--- config.mk ---
export PLATFORM = sky130hd
export DESIGN_NAME = cfg_cbit_loader_flat
export DESIGN_NICKNAME = d
export VERILOG_FILES = /design/src/rtl/cfg_cbit_loader_pkg.sv /design/src/rtl/cfg_cbit_loader_if.sv /design/src/rtl/cfg_cbit_loader_bank.sv /design/src/rtl/cfg_cbit_loader.sv /design/src/flat_wrapper.sv
export SDC_FILE = /design/constraint.sdc
export NUM_CORES = 1
export LEC_CHECK = 0
export BUFFER_PORTS_ARGS = -buffer_cell sky130_fd_sc_hd__buf_2
export CAP_MARGIN = 40
export CORE_AREA = 10 10 137 139
export CTS_BUF_LIST = sky130_fd_sc_hd__clkbuf_8 sky130_fd_sc_hd__clkbuf_16
export DETAILED_ROUTE_END_ITERATION = 8
export DIE_AREA = 0 0 147 149
export PLACE_DENSITY = 0.67
export SLEW_MARGIN = 20
export SYNTH_ARGS = -nofsm -noshare
export SYNTH_HDL_FRONTEND = slang
export SYNTH_SLANG_ARGS = --single-unit
--- constraint.sdc ---
create_clock -name clk -period 4.3 [get_ports clk]
set_clock_uncertainty 0.15 [all_clocks]
set_input_delay 0.215 -clock clk [delete_from_list [all_inputs] [get_ports clk]]
set_output_delay 0.215 -clock clk [all_outputs]
set_load 0.01 [all_outputs]
--- src/rtl/cfg_cbit_loader_pkg.sv ---
// cfg_loader_pkg: shared types and constants for the cbit configuration loader.
//   state_t     - frame parser states
//   cell_wr_t   - one 2-bit cell write lane into the shadow bank
//   IDX_W       - width of cell index arithmetic (8-bit address plus carry)
package cfg_loader_pkg;

   typedef enum logic [2:0] {
      IDLE   = 3'd0,
      ADDR   = 3'd1,
      LEN    = 3'd2,
      DATA   = 3'd3,
      CHECK  = 3'd4,
      COMMIT = 3'd5
   } state_t;

   localparam logic [7:0]  HDR_BYTE_DEF   = 8'hA5;
   localparam int unsigned CELLS_PER_BYTE = 4;
   // One carry bit above the 8-bit address so addr+offset never wraps.
   localparam int unsigned IDX_W          = 9;
   // ceil(255/4) = 64 data bytes at most.
   localparam int unsigned LEFT_W         = 7;

   typedef struct packed {
      logic             we;
      logic [IDX_W-1:0] idx;
      logic [1:0]       data;
   } cell_wr_t;

   // Width able to hold any cell index of an array of n cells plus a flag bit.
   function automatic int unsigned cell_idx_w(input int unsigned n);
      return $clog2(n) + 1;
   endfunction

endpackage

--- src/rtl/cfg_cbit_loader_if.sv ---
// cfg_stream_if: byte stream into the loader.
//   in_data   - config byte
//   in_valid  - in_data valid
//   in_ready  - loader accepts byte this cycle
//   cfg_abort - synchronous frame abort
interface cfg_stream_if;
   logic [7:0] in_data;
   logic       in_valid;
   logic       in_ready;
   logic       cfg_abort;

   modport master (output in_data, output in_valid, output cfg_abort, input in_ready);
   modport slave  (input in_data, input in_valid, input cfg_abort, output in_ready);
endinterface

--- src/rtl/cfg_cbit_loader_bank.sv ---
// cfg_cell_bank: shadow and active cbit register arrays.
//   snap_i   - copy active into shadow (frame start)
//   wr_i     - CELLS_PER_BYTE write lanes into shadow
//   commit_i - copy shadow into active in one edge
//   active_o - active cbits, cell i at [i]
module cfg_cell_bank
   import cfg_loader_pkg::*;
#(
   parameter int unsigned NUM_CELLS  = 16,
   parameter logic [1:0]  RESET_CBIT = 2'b00
) (
   input  logic                            clk,
   input  logic                            resetn,
   input  logic                            snap_i,
   input  logic                            commit_i,
   input  cell_wr_t [CELLS_PER_BYTE-1:0]   wr_i,
   output logic [NUM_CELLS-1:0][1:0]       active_o
);

   logic [NUM_CELLS-1:0][1:0] shadow_q, shadow_d;
   logic [NUM_CELLS-1:0][1:0] active_q, active_d;

   // Snapshot and lane writes never coincide; commit reads the settled shadow.
   always_comb begin
      shadow_d = shadow_q;
      active_d = active_q;
      if (snap_i) shadow_d = active_q;
      for (int unsigned j = 0; j < CELLS_PER_BYTE; j++) begin
         if (wr_i[j].we) begin
            for (int unsigned c = 0; c < NUM_CELLS; c++) begin
               if (wr_i[j].idx == IDX_W'(c)) shadow_d[c] = wr_i[j].data;
            end
         end
      end
      if (commit_i) active_d = shadow_q;
   end

   always_ff @(posedge clk) begin
      if (!resetn) begin
         shadow_q <= {NUM_CELLS{RESET_CBIT}};
         active_q <= {NUM_CELLS{RESET_CBIT}};
      end else begin
         shadow_q <= shadow_d;
         active_q <= active_d;
      end
   end

   assign active_o = active_q;

endmodule

--- src/rtl/cfg_cbit_loader.sv ---
// cfg_cbit_loader: parses framed config bytes (HDR, ADDR, LEN, DATA.., CSUM)
// into a shadow bank and commits it atomically to the active cbit bus.
//   clk, resetn - clock, synchronous active-low reset
//   s           - byte stream (in_data/in_valid/in_ready/cfg_abort)
//   cbit_bus    - active cbits, cell i at [2i+1:2i]
//   cfg_busy    - frame in progress
//   cfg_done    - one-cycle pulse, frame committed
//   cfg_err     - one-cycle pulse, frame rejected
module cfg_cbit_loader
   import cfg_loader_pkg::*;
#(
   parameter int unsigned NUM_CELLS  = 16,
   parameter int unsigned CBIT_W     = 2,
   parameter logic [1:0]  RESET_CBIT = 2'b00,
   parameter logic [7:0]  HDR_BYTE   = HDR_BYTE_DEF
) (
   input  logic                          clk,
   input  logic                          resetn,
   cfg_stream_if.slave                   s,
   output logic [NUM_CELLS*CBIT_W-1:0]   cbit_bus,
   output logic                          cfg_busy,
   output logic                          cfg_done,
   output logic                          cfg_err
);

   state_t state_q, state_d;

   logic [7:0]        csum_q, csum_d;
   logic [7:0]        addr_q, addr_d;
   logic [7:0]        len_q, len_d;
   logic [IDX_W-1:0]  off_q, off_d;
   logic [LEFT_W-1:0] left_q, left_d;
   logic              rerr_q, rerr_d;
   logic              match_q, match_d;

   logic ready_q, ready_d;
   logic busy_q, busy_d;
   logic done_q, done_d;
   logic err_q, err_d;

   logic fire_c, abort_c, hdr_c, snap_c, commit_c, commit_ok_c;
   logic [CELLS_PER_BYTE-1:0] oob_c;
   cell_wr_t [CELLS_PER_BYTE-1:0] wr_c;
   logic [NUM_CELLS-1:0][1:0] active_w;

   // Abort beats a same-cycle byte; COMMIT is not abortable.
   assign abort_c = s.cfg_abort && (state_q != COMMIT);
   assign fire_c  = s.in_valid && ready_q && !s.cfg_abort;
   assign hdr_c   = (s.in_data == HDR_BYTE);

   // State register
   always_ff @(posedge clk) begin
      if (!resetn) state_q <= IDLE;
      else         state_q <= state_d;
   end

   // Next-state logic
   always_comb begin
      state_d = state_q;
      if (abort_c) begin
         state_d = IDLE;
      end else begin
         case (state_q)
            IDLE:   if (fire_c && hdr_c) state_d = ADDR;
            ADDR:   if (fire_c) state_d = LEN;
            LEN:    if (fire_c) state_d = (s.in_data == 8'd0) ? CHECK : DATA;
            DATA:   if (fire_c && (left_q == LEFT_W'(1))) state_d = CHECK;
            CHECK:  if (fire_c) state_d = COMMIT;
            COMMIT: state_d = IDLE;
            default: state_d = IDLE;
         endcase
      end
   end

   // Output / strobe logic
   always_comb begin
      snap_c      = (state_q == IDLE) && fire_c && hdr_c;
      commit_c    = (state_q == COMMIT);
      commit_ok_c = commit_c && match_q && !rerr_q;
      ready_d     = (state_d != COMMIT);
      busy_d      = (state_d != IDLE);
      done_d      = commit_ok_c;
      err_d       = commit_c && !commit_ok_c;
   end

   // Per-lane cell index; lanes past LEN are dead, lanes past the array flag range_err.
   always_comb begin
      wr_c  = '0;
      oob_c = '0;
      for (int unsigned j = 0; j < CELLS_PER_BYTE; j++) begin
         wr_c[j].idx  = IDX_W'(addr_q) + off_q + IDX_W'(j);
         wr_c[j].data = s.in_data[2*j +: 2];
         if ((state_q == DATA) && fire_c && ((off_q + IDX_W'(j)) < IDX_W'(len_q))) begin
            if (wr_c[j].idx < IDX_W'(NUM_CELLS)) wr_c[j].we = 1'b1;
            else                                 oob_c[j]   = 1'b1;
         end
      end
   end

   // Frame datapath: checksum, address, length, progress, error flags
   always_comb begin
      csum_d  = csum_q;
      addr_d  = addr_q;
      len_d   = len_q;
      off_d   = off_q;
      left_d  = left_q;
      rerr_d  = rerr_q;
      match_d = match_q;
      if (fire_c) begin
         case (state_q)
            IDLE: begin
               if (hdr_c) begin
                  csum_d  = 8'd0;
                  rerr_d  = 1'b0;
                  match_d = 1'b0;
               end
            end
            ADDR: begin
               addr_d = s.in_data;
               csum_d = csum_q ^ s.in_data;
            end
            LEN: begin
               len_d  = s.in_data;
               csum_d = csum_q ^ s.in_data;
               off_d  = '0;
               left_d = LEFT_W'((IDX_W'(s.in_data) + IDX_W'(3)) >> 2);
               if (s.in_data == 8'd0) rerr_d = 1'b1;
            end
            DATA: begin
               csum_d = csum_q ^ s.in_data;
               off_d  = off_q + IDX_W'(CELLS_PER_BYTE);
               left_d = left_q - LEFT_W'(1);
               if (|oob_c) rerr_d = 1'b1;
            end
            CHECK: match_d = (s.in_data == csum_q);
            default: ;
         endcase
      end
   end

   always_ff @(posedge clk) begin
      if (!resetn) begin
         csum_q  <= '0;
         addr_q  <= '0;
         len_q   <= '0;
         off_q   <= '0;
         left_q  <= '0;
         rerr_q  <= 1'b0;
         match_q <= 1'b0;
         ready_q <= 1'b0;
         busy_q  <= 1'b0;
         done_q  <= 1'b0;
         err_q   <= 1'b0;
      end else begin
         csum_q  <= csum_d;
         addr_q  <= addr_d;
         len_q   <= len_d;
         off_q   <= off_d;
         left_q  <= left_d;
         rerr_q  <= rerr_d;
         match_q <= match_d;
         ready_q <= ready_d;
         busy_q  <= busy_d;
         done_q  <= done_d;
         err_q   <= err_d;
      end
   end

   cfg_cell_bank #(
      .NUM_CELLS  (NUM_CELLS),
      .RESET_CBIT (RESET_CBIT)
   ) u_bank (
      .clk      (clk),
      .resetn   (resetn),
      .snap_i   (snap_c),
      .commit_i (commit_ok_c),
      .wr_i     (wr_c),
      .active_o (active_w)
   );

   assign s.in_ready = ready_q;
   assign cbit_bus   = active_w;
   assign cfg_busy   = busy_q;
   assign cfg_done   = done_q;
   assign cfg_err    = err_q;

endmodule

--- src/flat_wrapper.sv ---
// flat-port wrapper written by rule: the top's interface ports become plain ports
module cfg_cbit_loader_flat import cfg_loader_pkg::*;
#(
   parameter int unsigned NUM_CELLS  = 16,
   parameter int unsigned CBIT_W     = 2,
   parameter logic [1:0]  RESET_CBIT = 2'b00,
   parameter logic [7:0]  HDR_BYTE   = HDR_BYTE_DEF
)
  (clk, resetn, cbit_bus, cfg_busy, cfg_done, cfg_err, s_in_data, s_in_valid, s_cfg_abort, s_in_ready);
  cfg_stream_if s_i ();
  input  logic clk;
  input  logic resetn;
  output logic [NUM_CELLS*CBIT_W-1:0] cbit_bus;
  output logic cfg_busy;
  output logic cfg_done;
  output logic cfg_err;
  input wire logic [$bits(s_i.in_data)-1:0] s_in_data;
  input wire logic [$bits(s_i.in_valid)-1:0] s_in_valid;
  input wire logic [$bits(s_i.cfg_abort)-1:0] s_cfg_abort;
  output wire logic [$bits(s_i.in_ready)-1:0] s_in_ready;
  assign s_i.in_data = s_in_data;
  assign s_i.in_valid = s_in_valid;
  assign s_i.cfg_abort = s_cfg_abort;
  assign s_in_ready = s_i.in_ready;
  cfg_cbit_loader #(.NUM_CELLS(NUM_CELLS), .CBIT_W(CBIT_W), .RESET_CBIT(RESET_CBIT), .HDR_BYTE(HDR_BYTE)) u_core (.clk(clk), .resetn(resetn), .s(s_i), .cbit_bus(cbit_bus), .cfg_busy(cfg_busy), .cfg_done(cfg_done), .cfg_err(cfg_err));
endmodule
## After elaboration in Yosys (flattened, before gate mapping)

Index checks and enable logic that the tools add are counted.

- Memories: 0
- Memory bits (writable): 0
- ROM bits: 0
- Logic and storage cells: 275
- Latch bits: 0
- Register bits: 113

- Magnitude comparators: 8
- Reduce and logical (&&, ||, !) cells: 37
- Multipliers: 0
- Shift operators: 0
- Add/sub/neg operators: 10
- Eq/ne operators: 73
- Muxes and demuxes: 102
- Bitwise logic cells: 1
- Divide/modulo/power cells: 0

Operators by type and width:

| cell | number |
|---|---|
| equality test 9 x 4 -> 1 bit, second input constant | 32 |
| two-way mux 32 bit | 5 |
| equality test 9 x 3 -> 1 bit, second input constant | 16 |
| two-way mux 2 bit | 64 |
| equality test 9 x 2 -> 1 bit, second input constant | 8 |
| adder 9 x 2 -> 9 bit, second input constant | 4 |
| equality test 9 x 1 -> 1 bit, second input constant | 4 |
| zero test 9 bit | 4 |
| less-than comparator 9 x 5 -> 1 bit, second input constant | 4 |
| less-than comparator 9 x 8 -> 1 bit | 4 |
| two-way mux 3 bit | 7 |
| two-way mux 1 bit | 19 |
| adder 9 x 1 -> 9 bit, second input constant | 2 |
| case mux 9 bit (2 select lines) | 1 |
| case mux 8 bit (2 select lines) | 1 |
| logical AND 1 bit | 15 |
| case mux 3 bit (5 select lines) | 1 |
| case mux 7 bit (2 select lines) | 1 |
| adder 8 x 2 -> 9 bit, second input constant | 1 |
| adder 8 x 9 -> 9 bit | 1 |
| adder 9 x 3 -> 9 bit, second input constant | 1 |
| equality test 8 bit | 1 |
| equality test 8 bit, second input constant | 1 |
| zero test 8 bit | 1 |
| 21 further kinds | 33 |

## Longest topological paths before layout

Gate-level depths: netlist (run 1).

- Word-level depth: 13
- Gate-level depth with buffers: 14

## Modules after synthesis

From an unflattened synthesis (run 1), not the netlist that was laid out.

- Cells, all modules: 1011
- Area total of the unflattened synthesis: 7998.9 µm²

Modules (own cells, without submodules):

| module | cells each | times used | area each (µm²) |
|---|---|---|---|
| cfg_cell_bank | 525 | 1 | 4284.1 |
| cfg_cbit_loader | 486 | 1 | 3714.8 |

## Least setup slack after synthesis (run 1)

No wires, ideal clock.

- Path kind: reg2reg
- From: reg u_core.off_q[3]
- To: reg u_core.u_bank.shadow_q[13] (netlist name)
- Cell stages (with the launch flop): 14
- Arrival time: 3.518 ns
- Path slack: 0.559 ns
- Data required time: 4.077 ns
- Setup time: 0.073 ns
- Path through: dfxtp_1 ha_1 buf_4 a211oi_4 nor2_2 or4_1 buf_2 or4_1 nand2b_1 o22a_1 or3_1 buf_2 o32a_1 o22ai_2

- Cells in the longest elaborated chain, start to end: 11
- Elaborated cells between the ends (all ways): 39
- Classes of those cells: add/sub: 7; order compare: 8; eq/ne: 4; mux: 16; reduce/logical: 4

Ends and longest elaborated chain:

| element | RTL line | text |
|---|---|---|
| start: declaration | cfg_cbit_loader.sv:31 | `logic [IDX_W-1:0] off_q, off_d;` |
| start signal: assignment | cfg_cbit_loader.sv:146 | `off_q <= '0;` |
| start signal: assignment | cfg_cbit_loader.sv:158 | `off_q <= off_d;` |
| parallel branches: the longest is 10 deep, another holds adder 8 x 9 -> 9 bit | -- |  |
| two-way mux 32 bit * | cfg_cbit_loader_bank.sv:29 | `if (wr_i[j].we) begin` |
| end signal: assignment | cfg_cbit_loader_bank.sv:40 | `shadow_q <= {NUM_CELLS{RESET_CBIT}};` |
| end signal: assignment | cfg_cbit_loader_bank.sv:43 | `shadow_q <= shadow_d;` |
| end: declaration | cfg_cbit_loader_bank.sv:20 | `logic [NUM_CELLS-1:0][1:0] shadow_q, shadow_d;` |

Mark *: on every way between the ends.
A chain may end at the register's enable or synchronous reset.

## Worst setup path after layout (run 1)

- From: reg u_core.off_q[3]
- To: reg u_core.u_bank.shadow_q[11] (netlist name)

Same word-level chain as after synthesis.

==> impl_results.md, run 1 <==
* Largest net degree at the start of global routing at 39
* Clock Latency Late Sink at 0.36 ns
* Die ar. at 21,900 sq um
* Port bufs at 47
* CTS Buf Count at 9
* Post-Layout Cell Count at 1,290
* Worst Path Max Fanout at 9
* Core area at 16,200 sq um
* Reg clk slew, reported paths at 0.08 ns
* Final HPWL DP at 18.4 mm
* Mapped cell area at 7870 sq um
* Pre-CTS setup slack at 0.281 ns
* Via count at 8,107
* Layout cells sized above 1 at 12.8%
* VDD IR max at 0.000181 V
* Mapped Cells at 1,053
* Initial antenna violation count at 0
* # fillers at 1,563
* Pins Over Slew Limit at 0
* Iter 0 DRT Violations at 937
* Startpoint Class: flop
* First-pass GRT wire length at 41.7 mm
* NumNets Final at 1,105
* Area of placed instances at 8350 sq um
* Final Critical Period at 4.16 ns
* Fin. Hold Viols at 0
* Die H at 149 um
* Vias per std cell at 6.28
* Avg Cell Area, Syn at 7.47 sq um
* Final worst slack at 0.138 ns
* # Post-CTS Setup Buffers at 0
* Worst path required time at 4.40 ns
* Synth cell types at 70
* Clock buffer depth at 2
* EDFF count, synth at 0
* Initial Utilization at 48.6%
* Sequential area share after synthesis at 28.2%
* Post-Syn Nets at 1,093
* RSZ-0062 raised after global routing: no
* Vias in the first global route at 7,518
* Finished Cell Area at 8660 sq um
* Routed WL per cell at 20.0 um
* Area delta synth->final at 10.0%
* Hold-fix buffers, CTS at 0
* Clk root buf: clkbuf_16
* Post-route DRC at 0
* Seq cells post-synth at 111
* Worst hold-check path type: in -> reg
* # setup viols final at 0
* Ys Warns at 0
* Post-route ant nets at 0
* Multi-input gate area in the final layout at 5240 sq um
* Max-slew headroom at 49.0%
* FF/Latch Area at 2220 sq um
* Worst slew pin tran at 0.762 ns
* Remaining global-route overflow at 0
* GRT Util Overall at 23.3%
* PD cells at 231 nW/um^2
* Hold slack at 0.0626 ns
* Drt first pass iters at 6
* Ys async rst share at 0%
* Placed Cells at 1,274
* MaxCap Viol Count at 0
* Fmax at 240 MHz
* WL final at 25.8 mm
* CP endpoint kind: flop
* H-Tree Depth at 3
* Status: finished, final reports clean
* Period utilisation layout at 96.8%
* Row count at 47
* Static Leakage at 0.00332 uW
* Setup TNS at 0 ns
* # resized after CTS at 0
* Clk sink count at 111
* CTS tree: yes
* GP Congestion at 1.09
* Crit path kind: reg -> reg
* WP data arrival at 4.27 ns
* Primary FF master, synth: dfxtp_1
* IO Pins at 48
* Antenna cells at 0
* Chip width at 147 um
==> sequential cells by signal, indices dropped and copies added (netlist names) <==
signal,cells
u_core.cfg_err,1
u_core.addr_q,8
u_core.u_bank.active_o,32
u_core.match_q,1
u_core.left_q,7
u_core.len_q,8
u_core.state_q,3
u_core.rerr_q,1
u_core.s.in_ready,1
u_core.cfg_done,1
u_core.off_q,7
u_core.csum_q,8
u_core.cfg_busy,1
u_core.u_bank.shadow_q,32
==> stage by stage <==
step	utilization (%)	total power, uW
floorplan	-	1110
global route	53.5	2060
CTS	53.5	2010
global placement	51.5	1150
detailed placement	51.6	1150
finish	53.5	2000
==> area by class of cell <==
type / count / share of cell area, %
Tap cell: 220 / 3.18
Multi-Input combinational cell: 839 / 60.6
Timing Repair Buffer: 86 / 6.24
Clock inverter: 7 / 0.940
Sequential cell: 111 / 25.7
Clock buffer: 9 / 2.60
Inverter: 18 / 0.781
==> kinds of logic after synthesis <==
logic type	synth area share [%]
muxes	8.84
AOI/OAI and AO/OA	24.2
DFF	28.2
adders and majority gates	4.45
and+or+nand+nor	25.8
buffers and inverters	5.19
xor gates and xnor gates	3.23
==> worst max-delay path: stages, from the launching register on <==
cell and delay [ns]:
dfxtp_1 0.46, ha_1 0.40, a21oi_1 0.44, o2111ai_1 0.21, a221oi_2 0.57, xnor2_1 0.17, o41a_1 0.48, nor3_1 0.52
a31oi_1 0.14, and3_1 0.22, a211oi_1 0.30
==> where the power goes <==
part / leakage (uW) / internal (uW) / switching [uW]
clock: 0.000154 / 459 / 412
combinational: 0.00227 / 23.8 / 75.3
sequential: 0.000894 / 1030 / 0.371
==> metal layers <==
metal  track usage [%]  wire length (um)  vias up
li1                  -                 -     3871
met1              30.4             11100     3749
met2              36.5             11400      409
met3              5.04              2410       78
met4              9.61               949        0
met5                 0                 0        -
==> synthesized netlist by cell type (4+ instances only) <==
master	count	area [sq um]
and2_1	5	31.3
o41ai_1	5	43.8
nor2b_1	6	37.5
nand2_1	152	571
xnor2_1	19	166
and4_1	7	61.3
mux2_2	20	225
a32oi_1	5	43.8
a21oi_1	118	591
nand4_1	23	144
clkbuf_1	74	278
a21o_1	14	105
nor4_1	11	68.8
ha_1	28	350
dfxtp_1	111	2220
mux2i_1	47	470
a211oi_1	9	67.6
a31oi_1	18	113
nor4b_1	5	43.8
o21ai_0	50	250
o21a_1	8	60.1
nand3_1	39	195
and3_1	9	56.3
or2_2	4	25.0
o22ai_1	9	56.3
nor3_1	19	95.1
nor3b_1	5	37.5
xor2_1	10	87.6
nand2b_1	10	62.6
inv_1	18	67.6
buf_2	5	25.0
or4_1	7	52.6
or3_1	6	37.5
nor2_1	85	319
nand3b_1	9	67.6
o211ai_1	11	82.6
o221ai_1	11	96.3
==> final timing paths <==
path                                        startpoint                                     end  slack [ns]  depth (start not counted)
hold reg to reg   u_core.u_bank.shadow_q[0]$_SDFF_PN0_  u_core.u_bank.active_o[0]$_SDFFE_PN0P_        0.30                          2
hold / removal                             s_cfg_abort            u_core.state_q[0]$_SDFF_PN0_        0.06                          3
setup / recovery          u_core.off_q[3]$_SDFFE_PN0P_   u_core.u_bank.shadow_q[11]$_SDFF_PN0_        0.14                         10
setup reg to reg          u_core.off_q[3]$_SDFFE_PN0P_   u_core.u_bank.shadow_q[11]$_SDFF_PN0_        0.14                         10
==> cell usage in the layout, fill, tap and decap left out, types with 6 or more instances in the layout <==
cell type  synthesis  final
a211oi_1           9      9
a21o_1            14     14
a21oi_1          118    118
a31oi_1           18     18
and3_1             9      9
and4_1             7      7
buf_2              5     47
buf_4              2     38
clkbuf_16          0      9
dfxtp_1          111    111
ha_1              28     28
inv_1             18     18
mux2_2            20     20
mux2i_1           47     47
nand2_1          152    152
nand2b_1          10     10
nand3_1           39     39
nand3b_1           9      9
nand4_1           23     23
nor2_1            85     84
nor2b_1            6      6
nor3_1            19     19
nor4_1            11     11
o211ai_1          11     11
o21a_1             8      8
o21ai_0           50     50
o221ai_1          11     11
o22ai_1            9      9
or3_1              6      6
or4_1              7      7
xnor2_1           19     19
xor2_1            10     10
Note: power is estimated with default switching activity, not from simulation.
==> run 2: changes to the inputs <==
Settings changed: ABC_CLOCK_PERIOD_IN_PS set to 4300, BUFFER_PORTS_ARGS -buffer_cell sky130_fd_sc_hd__buf_2 to unset, DONT_BUFFER_PORTS set to 1, PLACE_DENSITY 0.67 to unset.
==> run 2 against run 1 <==
Sequential power about the same. Critical path depth unchanged. Worst hold slack got worse by 0.056 ns. Maximum frequency increased by 3.2%. Largest cell class unchanged.
==> impl_results.md, run 2 (same netlist as run 1, synthesis figures left out) <==
* Status: finished, final reports clean
* Clock Latency Late Sink at 0.37 ns
* CP max-delay cell: or4_1
* Worst path required time at 4.41 ns
* Chip width at 147 um
* Largest net degree at the start of global routing at 35
* PD cells at 228 nW/um^2
* Fin. Hold Viols at 0
* Overall Power at 1980 uW
* Max-slew headroom at 45.9%
* Antenna cells at 0
* Final worst slack at 0.267 ns
* Critical path buffers and inverters at 1
* Initial antenna violation count at 0
* Vias in the first global route at 7,562
* Routed WL per cell at 22.2 um
* Final Critical Period at 4.03 ns
* Clock buffer depth at 2
* Commonest cells after routing, fill and taps aside: 152 x nand2_1, 118 x a21oi_1, 111 x dfxtp_1, 84 x nor2_1, 49 x o21ai_0
* Layout Utilization at 53.5%
* CTS tree: yes
* CP peak stage delay at 0.64 ns
* Worst path cell trace: ha_1 > a211oi_4 > nor2_2 > or4_1 > or4_1 > o22ai_1 > nor4b_2 > buf_4 > a32oi_1 > a21oi_1
* H-Tree Depth at 3
* Placed Cells at 1,236
* Vias per std cell at 6.41
* GP Congestion at 1.07
* Worst slew pin tran at 0.809 ns
* # setup viols final at 0
* Initial Utilization at 48.6%
* NumNets Final at 1,081
* Port bufs at 0
* # fillers at 1,584
* RSZ-0062 raised after global routing: no
* Post-Layout Cell Count at 1,266
* Crit path kind: reg -> reg
* Post-route DRC at 0
* Post-route ant nets at 0
* Pins Over Slew Limit at 0
* Remaining global-route overflow at 0
* Iter 0 DRT Violations at 882
* Layout cells sized above 1 at 9.94%
* Worst hold-check path type: in -> reg
* Most common cell after layout, fill and taps aside: nand2_1
* First-pass GRT wire length at 43.7 mm
* Via count at 8,115
* Worst Path Max Fanout at 9
* Clk sink count at 111
* Die H at 149 um
* WP data arrival at 4.14 ns
* Static Leakage at 0.00318 uW
* Period utilisation layout at 93.8%
* IO Pins at 48
* Area delta synth->final at 10.0%
* Final HPWL DP at 19.3 mm
* Core area at 16,200 sq um
* Fmax at 248 MHz
* VDD IR max at 0.000182 V
* CP top delay family: simple AND/OR/NAND/NOR gates
* Multi-input gate area in the final layout at 5260 sq um
* GRT Util Overall at 24.9%
* Startpoint Class: flop
* Drt first pass iters at 5
* Pre-CTS setup slack at 0.282 ns
* MaxCap Viol Count at 0
* Row count at 47
* FF/Latch Area at 2220 sq um
* Setup TNS at 0 ns
* Most frequent cell on the critical path: or4_1
* Die ar. at 21,900 sq um
* Reg clk slew, reported paths at 0.08 ns
* CP endpoint kind: flop
* Clk root buf: clkbuf_16
* WL final at 28.1 mm
* CTS Buf Count at 9
* # Post-CTS Setup Buffers at 0
[run 2: what timing repair did]
action                                  CTS  global route
endpoints found under the setup margin    0             5
hold buffers                             12             0
endpoints found under the hold margin    65             0
resized for setup                         0             3
[run 2: path summary, 6_finish.rpt]
check	slack (ns)	to	cells after the start	from
hold reg to reg	0.30	u_core.u_bank.active_o[26]$_SDFFE_PN0P_	2	u_core.u_bank.shadow_q[26]$_SDFF_PN0_
hold / removal	0.007	u_core.u_bank.shadow_q[8]$_SDFF_PN0_	3	s_in_data[4]
setup / recovery	0.27	u_core.u_bank.shadow_q[30]$_SDFF_PN0_	10	u_core.off_q[3]$_SDFFE_PN0P_
setup reg to reg	0.27	u_core.u_bank.shadow_q[30]$_SDFF_PN0_	10	u_core.off_q[3]$_SDFFE_PN0P_
[run 2: per-stage QoR]
step | hold WS, ns | instance area, sq um
global placement | 0.190 | 8160
finish | 0.00707 | 8650
CTS | 0.00122 | 8610
global route | 0.00498 | 8650
floorplan | 0.263 | 7870
detailed placement | 0.196 | 8180
[run 2: final cells by class]
type	instances	area share (%)
multi-input cells	839	60.8
clock inverters	7	0.853
well taps	220	3.18
flip-flops and latches	111	25.7
clock buffers	9	2.60
repair buffers	62	6.12
inverters	18	0.781
[run 2: layer usage]
layer  global-route usage, %  vias up  routed length [um]
li1                        -     3834                   -
met4                    9.91        0                 966
met2                    39.8      393               12600
met1                    31.8     3810               11800
met3                    5.76       78                2770
met5                       0        -                   0
[run 2: worst register-to-register path, cell delays in order (launching register included)]
cell	delay, ns
dfxtp_1	0.48
ha_1	0.41
a211oi_4	0.34
nor2_2	0.10
or4_1	0.64
or4_1	0.53
o22ai_1	0.25
nor4b_2	0.37
buf_4	0.23
a32oi_1	0.10
a21oi_1	0.33
[run 2: power by group]
part / internal (uW) / switching (uW)
registers: 1030 / 0.736
logic: 30.1 / 59.6
clock network: 411 / 448
total: 1470 / 508
